==> src/rtl/nxm_scan_datapath.sv <==
// nxm_scan_datapath
//   Datapath partner of the NxM bolometer-matrix scan FSM. It executes the
//   FSM's row/column counter opcodes, runs the settle and LED-display timers,
//   decodes one-hot row/column mux selects, captures each ADC conversion into
//   a per-pixel buffer with registered readback, and drives the LED bank.
//
// Ports
//   clk_i        system clock
//   rst_i        asynchronous, active-high reset
//   oprow_i      row opcode    : 00 clear, 01 hold, 10 increment, 11 hold
//   opcol_i      column opcode : same encoding
//   enset_i      settle-timer enable
//   enleds_i     LED-timer enable, also gates the LED bank
//   eoadc_i      one-cycle pulse qualifying adc_data_i
//   adc_data_i   converted sample
//   rd_addr_i    buffer readback address
//   count_row_o  row counter
//   count_col_o  column counter
//   zset_o       settle time elapsed
//   zleds_o      LED time elapsed
//   row_sel_o    one-hot row select (all zero when the row is out of range)
//   col_sel_o    one-hot column select (all zero when the column is out of range)
//   leds_o       LED bank
//   rd_data_o    readback data, one cycle after rd_addr_i
//
// Handshake: eoadc_i is a valid-only strobe. There is no ready; the datapath
// accepts a sample on every cycle where eoadc_i is high.

module nxm_scan_datapath #(
   parameter int N_ROWS    = 2,
   parameter int N_COLS    = 2,
   parameter int CNT_W     = 2,
   parameter int ADC_W     = 12,
   parameter int LED_W     = 8,
   parameter int SET_TICKS = 50000,
   parameter int LED_TICKS = 25000000,
   parameter int TMR_W     = 25,
   parameter int ADDR_W    = 2
) (
   input  logic              clk_i,
   input  logic              rst_i,
   input  logic [1:0]        oprow_i,
   input  logic [1:0]        opcol_i,
   input  logic              enset_i,
   input  logic              enleds_i,
   input  logic              eoadc_i,
   input  logic [ADC_W-1:0]  adc_data_i,
   input  logic [ADDR_W-1:0] rd_addr_i,
   output logic [CNT_W-1:0]  count_row_o,
   output logic [CNT_W-1:0]  count_col_o,
   output logic              zset_o,
   output logic              zleds_o,
   output logic [N_ROWS-1:0] row_sel_o,
   output logic [N_COLS-1:0] col_sel_o,
   output logic [LED_W-1:0]  leds_o,
   output logic [ADC_W-1:0]  rd_data_o
);

   localparam int DEPTH     = N_ROWS * N_COLS;
   localparam int BUF_WORDS = 2 ** ADDR_W;

   localparam logic [TMR_W-1:0] SET_RELOAD = TMR_W'(SET_TICKS - 1);
   localparam logic [TMR_W-1:0] LED_RELOAD = TMR_W'(LED_TICKS - 1);

   logic [CNT_W-1:0]  count_row;
   logic [CNT_W-1:0]  count_col;
   logic [TMR_W-1:0]  set_tmr;
   logic [TMR_W-1:0]  led_tmr;
   // Only the bits that reach the LED bank are kept from the latest sample.
   logic [LED_W-1:0]  led_sample_q;
   logic [ADC_W-1:0]  pix_buf [0:BUF_WORDS-1];
   logic [ADDR_W-1:0] wr_idx;
   logic              wr_in_range;

   // ---------------------------------------------------------------- counters
   always_ff @(posedge clk_i or posedge rst_i) begin
      if (rst_i) begin
         count_row <= '0;
         count_col <= '0;
      end else begin
         case (oprow_i)
            2'b00:   count_row <= '0;
            2'b10:   count_row <= count_row + 1'b1;
            default: count_row <= count_row;
         endcase
         case (opcol_i)
            2'b00:   count_col <= '0;
            2'b10:   count_col <= count_col + 1'b1;
            default: count_col <= count_col;
         endcase
      end
   end

   assign count_row_o = count_row;
   assign count_col_o = count_col;

   // ----------------------------------------------------------------- selects
   for (genvar i = 0; i < N_ROWS; i++) begin : g_row_sel
      assign row_sel_o[i] = (count_row == CNT_W'(i));
   end
   for (genvar j = 0; j < N_COLS; j++) begin : g_col_sel
      assign col_sel_o[j] = (count_col == CNT_W'(j));
   end

   // ------------------------------------------------------------------ timers
   // Each timer reloads whenever its enable is low, so a one-cycle drop of
   // the enable restarts the full interval.
   always_ff @(posedge clk_i or posedge rst_i) begin
      if (rst_i) begin
         set_tmr <= SET_RELOAD;
         led_tmr <= LED_RELOAD;
      end else begin
         if (!enset_i)
            set_tmr <= SET_RELOAD;
         else if (set_tmr != '0)
            set_tmr <= set_tmr - 1'b1;

         if (!enleds_i)
            led_tmr <= LED_RELOAD;
         else if (led_tmr != '0)
            led_tmr <= led_tmr - 1'b1;
      end
   end

   assign zset_o  = enset_i  && (set_tmr == '0);
   assign zleds_o = enleds_i && (led_tmr == '0);

   // ----------------------------------------------------------------- capture
   // The write address uses the counter values before this edge, so an
   // increment issued together with eoadc_i lands the sample at the old pixel.
   // The range check also keeps an out-of-range row from aliasing onto a
   // low address after truncation to ADDR_W bits.
   assign wr_in_range = (int'(count_row) < N_ROWS) && (int'(count_col) < N_COLS);
   assign wr_idx      = ADDR_W'(int'(count_row) * N_COLS + int'(count_col));

   always_ff @(posedge clk_i or posedge rst_i) begin
      if (rst_i) begin
         led_sample_q <= '0;
         for (int k = 0; k < BUF_WORDS; k++)
            pix_buf[k] <= '0;
      end else if (eoadc_i) begin
         led_sample_q <= adc_data_i[ADC_W-1 -: LED_W];
         if (wr_in_range)
            pix_buf[wr_idx] <= adc_data_i;
      end
   end

   assign leds_o = enleds_i ? led_sample_q : '0;

   // ---------------------------------------------------------------- readback
   // Reads see the buffer contents from before a same-edge write.
   always_ff @(posedge clk_i or posedge rst_i) begin
      if (rst_i)
         rd_data_o <= '0;
      else if (int'(rd_addr_i) < DEPTH)
         rd_data_o <= pix_buf[rd_addr_i];
      else
         rd_data_o <= '0;
   end

endmodule

==> config.mk <==
export PLATFORM = sky130hd
export DESIGN_NAME = nxm_scan_datapath
export DESIGN_NICKNAME = d
export VERILOG_FILES = /design/src/rtl/nxm_scan_datapath.sv
export SDC_FILE = /design/constraint.sdc
export NUM_CORES = 1
export LEC_CHECK = 0
export BUFFER_PORTS_ARGS = -buffer_cell sky130_fd_sc_hd__buf_2
export CAP_MARGIN = 10
export CORE_ASPECT_RATIO = 0.8
export CORE_UTILIZATION = 59
export CTS_BUF_LIST = sky130_fd_sc_hd__clkbuf_16
export DETAILED_ROUTE_END_ITERATION = 16
export GPL_TIMING_DRIVEN = 0
export PLACE_DENSITY = 0.84
export SYNTH_ARGS = -nofsm -noshare
export SYNTH_HDL_FRONTEND = slang
export SYNTH_SLANG_ARGS = --single-unit
==> constraint.sdc <==
create_clock -name clk_i -period 4.1 [get_ports clk_i]
set_input_delay 0.205 -clock clk_i [delete_from_list [all_inputs] [get_ports clk_i]]
set_output_delay 0.205 -clock clk_i [all_outputs]
set_load 0.01 [all_outputs]
==> flow_summary.yaml <==
status:
  status: "completed"
clock_network:
  cts.repair_timing.setup_buffer_count: 0
  numClockSinks: 122
  tritoncts: "built"
  ctsResizeCount: 0
  clk-insertion-delay-late_ns: 0.42
  htree_num_levels: 4
  clk_pin_slew_worst_paths_ns: 0.06
  cts_buffers: 17
  clock_path_buffers: 2
  post_cts_hold_buffer_count: 1
  cts_root_buf: "clkbuf_16"
sta:
  timing.slew.headroom_pct: 38.8
  minimum_clock_period_after_layout_ns: 3.44
  timing.hold.ws_ns: 0.0193
  timing.fmax_mhz: 291
  final_setup_vio_count: 0
  slew_viol_final: 0
  worst_slack_ns: 0.660
  worstMarginPinSlew_ns: 0.917
  crit_share_post_route_pct: 83.9
  grt_setup_unrepaired: "false"
  clock-skew-final_ns: 0.00837
  tns_ns: 0
  finalHoldViolCount: 0
placement:
  place.gp.congestion: 0.779
  place_worst_setup_slack_ns: 1.14
  placed_area_um2: 6220
  dp.final_hpwl_mm: 8.02
  number_of_i_o_port_buffers: 51
detailed_routing:
  detail_route.vias_per_cell: 6.19
  detail_route.wirelength_mm: 12.7
  wl_per_cell_um: 18.8
  routed-wl-met3_um: 680
  final_antenna_net_count: 0
  wirelength_met1_mm: 5.52
  drcViolationCount: 0
  detail_route.first_pass.iterations: 6
  top_layer_used: "met4"
  num_vias: 4193
  met2WireLength_mm: 6.37
  initialDrtViolationCount: 331
global_routing:
  grt_pass1_wl_mm: 21.7
  grt_pass1_vias: 4302
  grt_use_total_pct: 27.7
  grt_max_degree: 90
  antenna_found_initial: 0
  grt-ovfl-total: 0
critical_path:
  cpPeakStageDelay_ns: 0.62
  timing.reg2reg.setup_slack_ns: 1.17
  critical_path_depth: 7
  worst_setup_path_start_kind: "flop"
  reg2regPathDepth: 7
  setup.worst_path.start: "set_tmr[8]$_DFFE_PP1N_"
  crit_path_cell_trace: "or4_1 -> or4b_1 -> buf_2 -> nor4_4 -> buf_4 -> buf_6 -> buf_2"
  type_of_element_capturing_the_critical_path: "primary output"
  worstPathArrival_ns: 3.24
  cell_repeated_most_along_the_worst_path: "buf_2"
  timing.critical_path.to: "zset_o"
  timing.critical_path.slowest_stage_cell: "or4_1"
  worstPathRequired_ns: 3.89
  critical-path-top-delay-family: "simple AND/OR/NAND/NOR gates"
  worst-path-buf-inv: 4
  worst-path-max-fanout: 10
  worstReg2RegStart: "set_tmr[8]$_DFFE_PP1N_"
  cp_class: "flop to primary output"
  rr_endpoint: "set_tmr[21]$_DFFE_PP0N_"
floorplan:
  core_area_um2: 9270
  num_io_pins: 53
  die-width_um: 113
  floorplan.die_area_um2: 10200
  die_height_um: 90.6
  num_rows: 31
  start_util_pct: 62.4
power:
  power_leakage_nw: 2.84
  power.ir.vdd_worst_mv: 0.333
  power.density_cell_area_nw_per_um2: 544
finish:
  layout.cells.most_common_list: "dfrtp_1, mux2_2, buf_2"
  antenna-diode-count: 0
  finish.utilization_pct: 73.5
  area.growth.synth_to_final_pct: 17.7
  num-fill-cells: 600
  drive_above_1_share_pct: 35.2
  layout.cell_area.non_filler_um2: 6810
  final_common_cell: "dfrtp_1"
  fin_nets: 580
logic_synthesis:
  async_flop_share_pct: 100
  synth_edf_count: 0
  postSynth.topFlopCell: "dfrtp_1"
  post_synthesis_cell_count: 476
  syn_nets: 507
  syn-mean-instance-area_um2: 12.2
  yosys_warnings: 0
  synth.ff_latch_count: 122
  syn-cell-area_um2: 5790
  synth-seq-area-share_pct: 53.3
  synth_cell_type_count: 52
min_path:
  worst_hold_check_path_type: "input port to flop"
  min_path_cells: 3
flow_run:
  max_cap_violations: 0
Yosys cell counts, drive strengths merged, types with 5 or more instances:
master    n  area (um2)
mux2     58         653
nand3     5        25.0
clkbuf   16        60.1
nor2     12        45.0
or4      22         183
or3      15        96.3
nor4     16         121
xnor2    12         105
a211oi    5        37.5
o21ai    16        80.1
dfstp    26         683
o31ai     5        37.5
and2     16         100
nor3      7        35.0
dfrtp    96        2400
mux4     12         270
buf       6        35.0
mux2i     6        60.1
ha        8         100
xor2      7        61.3
nand2    35         131
inv      11        41.3
a21oi    18        90.1
a2111oi   5        43.8
nand2b   17         106
per-stage QoR:
step	std cells	total power [mW]
finish	677	3.70
global route	677	3.86
CTS	676	3.73
detailed placement	643	2.26
global placement	642	2.19
floorplan	476	2.05
power breakdown:
group          leakage (nW)  switching, mW  internal (mW)  total, mW
Sequential             1.47          0.158           1.51       1.67
Combinational          1.09          0.244          0.347      0.591
Clock                 0.285          0.555          0.893       1.45
how the worst min path moves through the flow:
stage	from	to	slack [ns]
global placement	oprow_i[0]	count_row_o[0]$_DFFE_PP0P_	0.44
floorplan	opcol_i[1]	count_col_o[0]$_DFFE_PP0P_	0.31
global route	opcol_i[1]	count_col_o[0]$_DFFE_PP0P_	0.04
detailed placement	rst_i	rd_data_o[7]$_DFF_PP0_	0.21
CTS	opcol_i[0]	count_col_o[1]$_DFFE_PP0P_	0.01
finish	opcol_i[1]	count_col_o[0]$_DFFE_PP0P_	0.02
per-layer routing:
layer	vias to the layer above	GRT usage (%)
met3	18	7.11
met5	-	0
li1	1891	-
met1	2137	36.4
met4	0	8.33
met2	147	45.5
registers in the layout (all words and copies together), names as in the netlist:
| signal | count |
|---|---|
| pix_buf | 48 |
| count_col_o | 2 |
| set_tmr | 25 |
| rd_data_o | 12 |
| count_row_o | 2 |
| led_sample_q | 8 |
| led_tmr | 25 |
kinds of logic (layout without fill, tap and decap cells):
group                    after synthesis  after routing  synth area share [%]
AND/OR/NAND/NOR                      160            160                  16.5
multiplexers                          76             76                  17.0
flip-flops                           122            122                  53.3
buffers and inverters                 34            120                  2.53
AO/OA/AOI/OAI                         57             57                  6.06
adder cells (fa/ha/maj)                8              8                  1.73
XOR/XNOR                              19             19                  2.88
worst register-to-register path, stage by stage (launching register included):
cell	delay [ns]
dfstp_2	0.40
or4_1	0.62
or4b_1	0.51
buf_2	0.19
nor4_4	0.53
buf_4	0.28
nor4_1	0.09
mux2i_1	0.22
area by class of cell:
cell class | count | area (um2) | share of cell area, %
timing repair buffer | 54 | 298 | 4.37
buffer | 23 | 105 | 1.54
tap | 115 | 144 | 2.11
inverter | 11 | 46.3 | 0.680
clock buffer | 17 | 425 | 6.25
sequential | 122 | 3090 | 45.3
clock inverter | 15 | 151 | 2.22
multi-input combinational | 320 | 2550 | 37.5
(Power assumes the default switching activity.)
